## src/rtl/stream_demux1to2_if.sv

```systemverilog
// Stream bundle for the 1-to-2 demultiplexer: one input stream, two
// registered output streams and the per-port packet counters.
interface stream_demux1to2_if #(
   parameter int WIDTH     = 8,
   parameter int CNT_WIDTH = 16
);
   logic [WIDTH-1:0]     in_data;
   logic                 in_sel;
   logic                 in_last;
   logic                 in_valid;
   logic                 in_ready;

   logic [WIDTH-1:0]     out0_data;
   logic                 out0_last;
   logic                 out0_valid;
   logic                 out0_ready;

   logic [WIDTH-1:0]     out1_data;
   logic                 out1_last;
   logic                 out1_valid;
   logic                 out1_ready;

   logic [CNT_WIDTH-1:0] cnt0;
   logic [CNT_WIDTH-1:0] cnt1;
   logic                 busy;

   // Demux side.
   modport slave (
      input  in_data, in_sel, in_last, in_valid, out0_ready, out1_ready,
      output in_ready, out0_data, out0_last, out0_valid,
             out1_data, out1_last, out1_valid, cnt0, cnt1, busy
   );

   // Producer/consumer side.
   modport master (
      output in_data, in_sel, in_last, in_valid, out0_ready, out1_ready,
      input  in_ready, out0_data, out0_last, out0_valid,
             out1_data, out1_last, out1_valid, cnt0, cnt1, busy
   );
endinterface

```

## src/rtl/stream_demux1to2.sv

```systemverilog
// Registered 1-to-2 valid/ready demultiplexer. The destination is chosen
// on the head beat of a packet and held until its last beat; each output
// port has a one-entry register slice. WIDTH/CNT_WIDTH must match the
// parameters of the connected interface instance.
module stream_demux1to2 #(
   parameter int WIDTH     = 8,
   parameter int CNT_WIDTH = 16
) (
   input  logic                  clk,
   input  logic                  rst,
   stream_demux1to2_if.slave     bus
);

   typedef enum logic [1:0] {
      IDLE  = 2'd0,
      LOCK0 = 2'd1,
      LOCK1 = 2'd2
   } state_t;

   localparam logic [CNT_WIDTH-1:0] CNT_ONE = CNT_WIDTH'(1);

   state_t               r_state;
   state_t               w_next;

   logic [WIDTH-1:0]     r_data0, r_data1;
   logic                 r_last0, r_last1;
   logic                 r_valid0, r_valid1;
   logic [CNT_WIDTH-1:0] r_cnt0, r_cnt1;

   logic                 w_tgt;
   logic                 w_ready;
   logic                 w_acc;
   logic                 w_load0, w_load1;
   logic                 w_drain0, w_drain1;

   // Target port: in_sel while idle, otherwise the locked port.
   assign w_tgt    = (r_state == LOCK0) ? 1'b0 :
                     (r_state == LOCK1) ? 1'b1 : bus.in_sel;

   // Ready depends only on the target slot, never on in_valid; a full slot
   // that is draining this cycle still accepts.
   assign w_ready  = w_tgt ? (!r_valid1 || bus.out1_ready)
                           : (!r_valid0 || bus.out0_ready);
   assign w_acc    = bus.in_valid && w_ready;
   assign w_load0  = w_acc && !w_tgt;
   assign w_load1  = w_acc &&  w_tgt;
   assign w_drain0 = r_valid0 && bus.out0_ready;
   assign w_drain1 = r_valid1 && bus.out1_ready;

   // Route FSM state register.
   always_ff @(posedge clk) begin
      // NOTE: sequential state uses non-blocking assignments so every
      // register samples the pre-edge values regardless of statement order.
      if (rst) r_state <= IDLE;
      else     r_state <= w_next;
   end

   // Route FSM next-state: lock on a multi-beat head, release on last beat.
   always_comb begin
      // NOTE: default first so every path assigns w_next and no latch forms.
      w_next = r_state;
      case (r_state)
         IDLE: begin
            if (w_acc && !bus.in_last) w_next = bus.in_sel ? LOCK1 : LOCK0;
         end
         LOCK0, LOCK1: begin
            if (w_acc && bus.in_last) w_next = IDLE;
         end
         default: w_next = IDLE;
      endcase
   end

   // Port register slices: load on accept, clear valid on drain-only.
   always_ff @(posedge clk) begin
      if (rst) begin
         // NOTE: payload registers are reset too, so outputs read as zero
         // after reset rather than holding stale data.
         r_data0  <= '0;
         r_last0  <= 1'b0;
         r_valid0 <= 1'b0;
         r_data1  <= '0;
         r_last1  <= 1'b0;
         r_valid1 <= 1'b0;
      end else begin
         if (w_load0) begin
            r_data0  <= bus.in_data;
            r_last0  <= bus.in_last;
            r_valid0 <= 1'b1;
         end else if (w_drain0) begin
            r_valid0 <= 1'b0;
         end
         if (w_load1) begin
            r_data1  <= bus.in_data;
            r_last1  <= bus.in_last;
            r_valid1 <= 1'b1;
         end else if (w_drain1) begin
            r_valid1 <= 1'b0;
         end
      end
   end

   // Per-port packet counters, counting accepted last beats; wrap freely.
   always_ff @(posedge clk) begin
      if (rst) begin
         r_cnt0 <= '0;
         r_cnt1 <= '0;
      end else begin
         if (w_load0 && bus.in_last) r_cnt0 <= r_cnt0 + CNT_ONE;
         if (w_load1 && bus.in_last) r_cnt1 <= r_cnt1 + CNT_ONE;
      end
   end

   assign bus.in_ready   = w_ready;
   assign bus.out0_data  = r_data0;
   assign bus.out0_last  = r_last0;
   assign bus.out0_valid = r_valid0;
   assign bus.out1_data  = r_data1;
   assign bus.out1_last  = r_last1;
   assign bus.out1_valid = r_valid1;
   assign bus.cnt0       = r_cnt0;
   assign bus.cnt1       = r_cnt1;
   assign bus.busy       = (r_state != IDLE);

endmodule

```

## src/flat_wrapper.sv

```systemverilog
// flat-port wrapper written by rule: the top's interface ports become plain ports
module stream_demux1to2_flat 
#(
   parameter int WIDTH     = 8,
   parameter int CNT_WIDTH = 16
)
  (clk, rst, bus_in_data, bus_in_sel, bus_in_last, bus_in_valid, bus_out0_ready, bus_out1_ready, bus_in_ready, bus_out0_data, bus_out0_last, bus_out0_valid, bus_out1_data, bus_out1_last, bus_out1_valid, bus_cnt0, bus_cnt1, bus_busy);
  stream_demux1to2_if #(.WIDTH(WIDTH), .CNT_WIDTH(CNT_WIDTH)) bus_i ();
  input  logic clk;
  input  logic rst;
  input wire logic [$bits(bus_i.in_data)-1:0] bus_in_data;
  input wire logic [$bits(bus_i.in_sel)-1:0] bus_in_sel;
  input wire logic [$bits(bus_i.in_last)-1:0] bus_in_last;
  input wire logic [$bits(bus_i.in_valid)-1:0] bus_in_valid;
  input wire logic [$bits(bus_i.out0_ready)-1:0] bus_out0_ready;
  input wire logic [$bits(bus_i.out1_ready)-1:0] bus_out1_ready;
  output wire logic [$bits(bus_i.in_ready)-1:0] bus_in_ready;
  output wire logic [$bits(bus_i.out0_data)-1:0] bus_out0_data;
  output wire logic [$bits(bus_i.out0_last)-1:0] bus_out0_last;
  output wire logic [$bits(bus_i.out0_valid)-1:0] bus_out0_valid;
  output wire logic [$bits(bus_i.out1_data)-1:0] bus_out1_data;
  output wire logic [$bits(bus_i.out1_last)-1:0] bus_out1_last;
  output wire logic [$bits(bus_i.out1_valid)-1:0] bus_out1_valid;
  output wire logic [$bits(bus_i.cnt0)-1:0] bus_cnt0;
  output wire logic [$bits(bus_i.cnt1)-1:0] bus_cnt1;
  output wire logic [$bits(bus_i.busy)-1:0] bus_busy;
  assign bus_i.in_data = bus_in_data;
  assign bus_i.in_sel = bus_in_sel;
  assign bus_i.in_last = bus_in_last;
  assign bus_i.in_valid = bus_in_valid;
  assign bus_i.out0_ready = bus_out0_ready;
  assign bus_i.out1_ready = bus_out1_ready;
  assign bus_in_ready = bus_i.in_ready;
  assign bus_out0_data = bus_i.out0_data;
  assign bus_out0_last = bus_i.out0_last;
  assign bus_out0_valid = bus_i.out0_valid;
  assign bus_out1_data = bus_i.out1_data;
  assign bus_out1_last = bus_i.out1_last;
  assign bus_out1_valid = bus_i.out1_valid;
  assign bus_cnt0 = bus_i.cnt0;
  assign bus_cnt1 = bus_i.cnt1;
  assign bus_busy = bus_i.busy;
  stream_demux1to2 #(.WIDTH(WIDTH), .CNT_WIDTH(CNT_WIDTH)) u_core (.clk(clk), .rst(rst), .bus(bus_i));
endmodule
```

## config.mk

```make
export PLATFORM = sky130hd
export DESIGN_NAME = stream_demux1to2_flat
export DESIGN_NICKNAME = d
export VERILOG_FILES = /design/src/rtl/stream_demux1to2_if.sv /design/src/rtl/stream_demux1to2.sv /design/src/flat_wrapper.sv
export SDC_FILE = /design/constraint.sdc
export NUM_CORES = 1
export LEC_CHECK = 0
export ABC_AREA = 1
export BUFFER_PORTS_ARGS = -buffer_cell sky130_fd_sc_hd__buf_2
export CAP_MARGIN = 20
export CORE_ASPECT_RATIO = 0.7
export CORE_UTILIZATION = 35
export CTS_CLUSTER_DIAMETER = 200
export DETAILED_ROUTE_END_ITERATION = 12
export SLEW_MARGIN = 30
export SYNTH_ARGS = -nofsm -noshare
export SYNTH_HDL_FRONTEND = slang
export SYNTH_SLANG_ARGS = --single-unit
```

## constraint.sdc

```tcl
create_clock -name clk -period 2.8 [get_ports clk]
set_clock_uncertainty 0.05 [all_clocks]
set_input_delay 0.14 -clock clk [delete_from_list [all_inputs] [get_ports clk]]
set_output_delay 0.14 -clock clk [all_outputs]
set_load 0.005 [all_outputs]
```

==> impl_metrics.ini, run 1 <==
[routing]
dr.pass1.iters = 4
vias_per_cell = 4.61
postRouteAntennaNets = 0
drc = 0
wl_um = 5980
dr.first_iter.drc_count = 99
wl_per_cell_um = 11.6
via_count = 2375

[global_routing]
antenna_found_initial = 0
grt_max_degree = 36
track_usage_pct = 16.2
grt_pass1_wl_um = 9900
grt_pass1_vias = 2157
grt_overflow = 0

[setup_path]
crit_fanout = 12
cp-start-kind = register
critical_path_class = reg -> reg
ff2ff_path_depth = 10
worstReg2RegEnd = u_core.bus.cnt0[11]
path_cells = inv_1 -> ha_1 -> o21ai_2 -> nand3_2 -> clkinv_2 -> nand2_2 -> nor2_1 -> nand2_1 -> nand2_1 -> nor2_1
required_ns = 2.96
setup.worst_path.end = u_core.bus.cnt0[11]
cp_slowest_cell = dfxtp_1
path_depth = 10
cpLargestDelayFamily = simple AND/OR/NAND/NOR gates
crit_buf_inv = 2
arrival_ns = 2.19
critPathLaunch = u_core.r_state[0]
rrSetupSlack_ns = 0.78
setup.worst_path.end_class = register
max_stage_delay_ns = 0.37
r2r-start = u_core.r_state[0]

[worst_hold_path]
hp-start = bus_in_data[0]
hp-class = in -> reg

[timing]
final_hold_viol_count = 0
setup_viol = 0
fin_crit_ns = 2.02
tightest_slew_ns = 0.594
maxSlewViolCount = 0
fmax_ghz = 0.494
timing.slew.headroom_pct = 60.4
period_share_pct = 72.2
final.setup.tns_ns = 0
rsz0062_at_grt = false

[floorplan]
ios = 69
num_rows = 25
die_w_um = 104
dieArea_um2 = 7600
start_util_pct = 36.9
die_height_um = 73.2
core_um2 = 6880

[cts]
cts.reportedPaths.clkPinSlew_ns = 0.10
cts_setup_buffers = 0
insertion_delay_ns = 0.31
cts_resized = 0
clkSinkCount = 54
htreeDepth = 2
cts_inserted_buffers = 5
clockBufferDepth = 2
cts_hold_buf = 0
cts_tree = built
cts_root_buf = clkbuf_8

[logic_synthesis]
synth_cells = 354
synth.distinct_cells = 34
yosysSeqAreaShare_pct = 42.6
syn_nets = 374
synth_top_area_share_pct = 42.6
syn_area_um2 = 2540
ys_seq_elements = 54
yosysWarnings = 0
syn_avg_cell_area_um2 = 7.17
yosys.area.top_type = dfxtp_1
synth.area.top_cells = dfxtp_1 43%, nand2_1 13%, a21oi_1 7.5%

[layout]
drive_gt1_share_pct = 23.8
nNetsFinal = 440
diodes = 0
mostFrequentLayoutCells = 91 x nand2_1, 68 x buf_2, 54 x dfxtp_1, 48 x nor2_1, 38 x a21oi_1
area_growth_pct = 20.3
final_util_pct = 44.3
final_common_cell = nand2_1
fillers = 714

[status]
status = complete, no violations

[placed_design]
portBuffers = 68
gp_congestion = 0.804
dp_hpwl_um = 4400

[pwr]
vdd_drop_max_v = 0.000276
leakage_uw = 0.00141
power.density_nw_per_um2 = 557

[flow_run]
maxCapViolations = 0
-- layer usage --
metal  global-route usage, %  vias up  part of all wire, %
met5                       0        -                    0
met4                    4.29        0                 0.30
met3                    4.29        2                  5.0
met2                    24.9       50                   41
met1                    22.7     1058                   53
li1                        -     1265                    -
-- cell usage after synthesis (all sizes together) --
cell type / instances
nand3b: 2
clkbuf: 6
inv: 36
a21oi: 38
o21a: 1
a31oi: 1
o21ai: 11
and3: 2
nand2: 94
a21o: 1
nor3b: 3
and2: 1
nor3: 15
buf: 5
nand4: 5
nand3: 16
dfxtp: 54
nor2: 57
clkinv: 1
ha: 5
-- worst min path at each step --
stage	end	slack [ns]	cells after the start
global route	u_core.bus.out1_data[7]	0.03	3
finish	u_core.bus.out1_data[0]	0.03	3
CTS	u_core.bus.out1_data[0]	0.02	3
detailed placement	u_core.bus.out1_data[3]	0.36	3
global placement	u_core.bus.out1_data[7]	0.35	3
floorplan	u_core.bus.out1_data[0]	0.23	2
-- power by group --
group	switching, uW	internal [uW]
clock	256	227
combinational	229	134
sequential	33.4	822
total	518	1180
-- sequential cells by signal, indices dropped and copies added, names as in the netlist --
signal                 flops
u_core.bus.cnt0           16
u_core.bus.cnt1           16
u_core.bus.out0_data       8
u_core.bus.out0_last       1
u_core.bus.out0_valid      1
u_core.bus.out1_data       8
u_core.bus.out1_last       1
u_core.bus.out1_valid      1
u_core.r_state             2
-- worst min-delay path, cell delays in order --
cell and delay (ns):
buf_2 0.11, nand2_1 0.05, a21oi_1 0.05
-- metrics by stage --
stage	area, um^2	hold slack [ns]	instances	worst slack, ns	power (uW)
2_1_floorplan	2540	0.233	354	1.24	1120
3_3_place_gp	2950	0.354	507	0.905	1230
3_5_place_dp	2950	0.356	507	0.833	1240
4_1_cts	3050	0.0224	515	0.780	1720
5_1_grt	3050	0.0292	515	0.586	1810
6_report	3050	0.0345	515	0.777	1700
-- layout make-up --
type,instances,area (um^2),share of cell area (%)
sequential,54,1080,35.4
tap,94,118,3.85
multi-input combinational,252,1250,41.0
timing repair buffer,70,355,11.6
inverter,37,140,4.59
clock buffer,7,96.3,3.16
clock inverter,1,8.76,0.287
-- cell families (layout without fill, tap and decap cells) --
logic type	Yosys count	after routing	synth area share, %
buf+inv	48	115	8.04
flops	54	54	42.6
simple gates	195	195	36.2
compound gates	52	52	10.7
fa+ha+maj	5	5	2.47
(Power assumes the default switching activity.)
==> inputs of run 2 (changes only) <==
Settings changed: ABC_AREA 1 to 0.
Clock period 2.8 ns to 1.92 ns, I/O delays scaled along.
==> run 2 against run 1 <==
- synthesized area down 6.2%
- wire length decreased by 2.5%
- global-route usage increased by 1.2 points
- flip-flop and latch count unchanged
- die area fell by 6.1%
- count of clock-buffer cells in the layout shrank 1
==> impl_metrics.ini, run 2 <==
[layout]
nNetsFinal = 389
drive_gt1_share_pct = 32.4
final_util_pct = 50.7
final_common_cell = buf_2
layout.cells.non_filler = 461
mostFrequentLayoutCells = 68 x buf_2, 52 x dfxtp_1, 29 x a21oi_1, 25 x nand2_1, 23 x buf_4
area_growth_pct = 36.3
diodes = 0

[setup_path]
rrSetupSlack_ns = 0.02
arrival_ns = 2.09
max_stage_delay_ns = 0.46
cp_slowest_cell = or4_4
path_cells = buf_4 -> ha_4 -> o21ba_4 -> or4_4 -> or3_1 -> a21oi_2
cp-start-kind = register
ff2ff_path_depth = 6
critPathLaunch = u_core.r_state[1]
worstReg2RegEnd = u_core.bus.cnt0[8]
critical_path_class = reg -> reg
cpLargestDelayFamily = simple AND/OR/NAND/NOR gates
crit_buf_inv = 1
required_ns = 2.12
setup.worst_path.end_class = register
crit_fanout = 8
r2r-start = u_core.r_state[1]

[cts]
htreeDepth = 2
cts_inserted_buffers = 5
insertion_delay_ns = 0.30
clkSinkCount = 54
cts_root_buf = clkbuf_8
clockBufferDepth = 2
cts.reportedPaths.clkPinSlew_ns = 0.10
cts_tree = built

[floorplan]
num_rows = 24
die_w_um = 101
start_util_pct = 37.2
core_um2 = 6400
dieArea_um2 = 7140
ios = 69
die_height_um = 71.0

[timing]
period_share_pct = 98.8
tightest_slew_ns = 0.360
final_hold_viol_count = 0
fin_ws_ns = 0.0240
rsz0062_at_grt = true
fmax_ghz = 0.527
timing.slew.headroom_pct = 75.7
setup_viol = 0
fin_crit_ns = 1.90
maxSlewViolCount = 0

[pwr]
power.density_nw_per_um2 = 636
vdd_drop_max_v = 0.000304
switching_share_pct = 25.3
p_clk_share_pct = 30.5
p_comb_share_pct = 12.7
seqPwrFrac_pct = 56.8
leakage_uw = 0.00139
power.switching_uw = 521
p_int_uw = 1540

[logic_synthesis]
synth_edf_count = 0
synth_cells = 274
yosysSeqAreaShare_pct = 45.4
syn_nets = 294
syn_area_um2 = 2380
synth_top_flop_cell = dfxtp_1
synth.area.top_cells = dfxtp_1 45%, a21oi_1 6.9%, mux2i_1 4.6%
syn_avg_cell_area_um2 = 8.69
ys_seq_elements = 54
yosysWarnings = 0
async_flop_share_pct = 0
yosys.area.top_type = dfxtp_1
synth.distinct_cells = 33
synth_top_area_share_pct = 45.4
yosys-top-cells-count = 54 x dfxtp_1, 33 x a21oi_1, 25 x nand2_1
synth_most_common_cell = dfxtp_1

[global_routing]
grt_pass1_vias = 2089
grt_max_degree = 39
grt_pass1_wl_um = 9930
antenna_found_initial = 0
grt_overflow = 0
track_usage_pct = 17.5

[placed_design]
gp_congestion = 0.750
dp_slack_ns = -0.0140
portBuffers = 68
dp.cells = 442
dp_hpwl_um = 4250

[worst_hold_path]
hold_depth = 3
hp-start = bus_in_sel
worstHoldEndpoint = u_core.r_state[1]
hp-class = in -> reg

[routing]
wl_um = 5830
drc = 0
wl_per_cell_um = 12.7
via_count = 2291
postRouteAntennaNets = 0
dr.pass1.iters = 4
dr.first_iter.drc_count = 104
vias_per_cell = 4.97

[status]
status = complete, no violations

[flow_run]
maxCapViolations = 0
-- run 2: tightest hold or removal path: cells and delay by family --
family / cells / cell delay [ns]
AOI/OAI and AO/OA: 1 / 0.07
buffers and inverters: 1 / 0.13
and+or+nand+nor: 1 / 0.08
-- run 2: timing repair --
action | in CTS | in global routing
endpoints found under the hold margin | 16 | 0
resized for setup | 5 | 10
hold buffers | 8 | 0
setup buffers | 0 | 3
setup endpoints to repair | 5 | 11
pin swaps | 0 | 2
-- run 2: layout make-up --
| cell class | instances | area [um^2] |
|---|---|---|
| clock buffer | 6 | 72.6 |
| clock inverter | 2 | 13.8 |
| fill | 625 | 3150 |
| inverter | 8 | 30.0 |
| multi-input combinational | 195 | 1250 |
| sequential | 54 | 1080 |
| tap | 91 | 114 |
| timing repair buffer | 105 | 678 |
-- run 2: metal layers --
| layer | part of all wire [%] | global-route usage [%] |
|---|---|---|
| met1 | 54 | 25.1 |
| met3 | 3.5 | 3.26 |
| met5 | 0 | 0 |
| met4 | 0.39 | 3.86 |
| met2 | 42 | 27.2 |
-- run 2: how the worst max path moves through the flow --
stage,end,cells past startpoint
floorplan,u_core.bus.cnt1[14],8
global placement,u_core.bus.cnt0[10],6
detailed placement,u_core.bus.cnt0[12],6
CTS,bus_in_ready,7
global route,u_core.bus.cnt0[9],7
finish,u_core.bus.cnt0[8],6
-- run 2: kinds of logic (layout without fill, tap and decap cells) --
kind of cell | count (synthesis) | in the layout | synth area share (%)
simple gates | 110 | 110 | 25.2
fa+ha+maj | 5 | 5 | 2.63
xor+xnor | 8 | 8 | 2.94
mux | 12 | 12 | 5.10
compound gates | 60 | 60 | 14.4
buf+inv | 25 | 121 | 4.31
flops | 54 | 54 | 45.4
-- run 2: power by group through the flow --
stage	logic (uW)	clock network, uW	registers, uW
global route	291	707	1180
detailed placement	240	0	1200
global placement	235	0	1200
floorplan	128	0	1200
CTS	258	658	1170
finish	261	629	1170
-- run 2: through the flow --
step                instance area (um^2)  setup TNS [ns]  hold slack, ns  power (uW)
detailed placement                  3000         -0.0177           0.302        1440
global route                        3240         -0.0880          0.0685        2180
floorplan                           2400         -0.0554           0.182        1330
CTS                                 3190               0          0.0511        2090
finish                              3240               0          0.0694        2060
global placement                    3000               0           0.297        1430
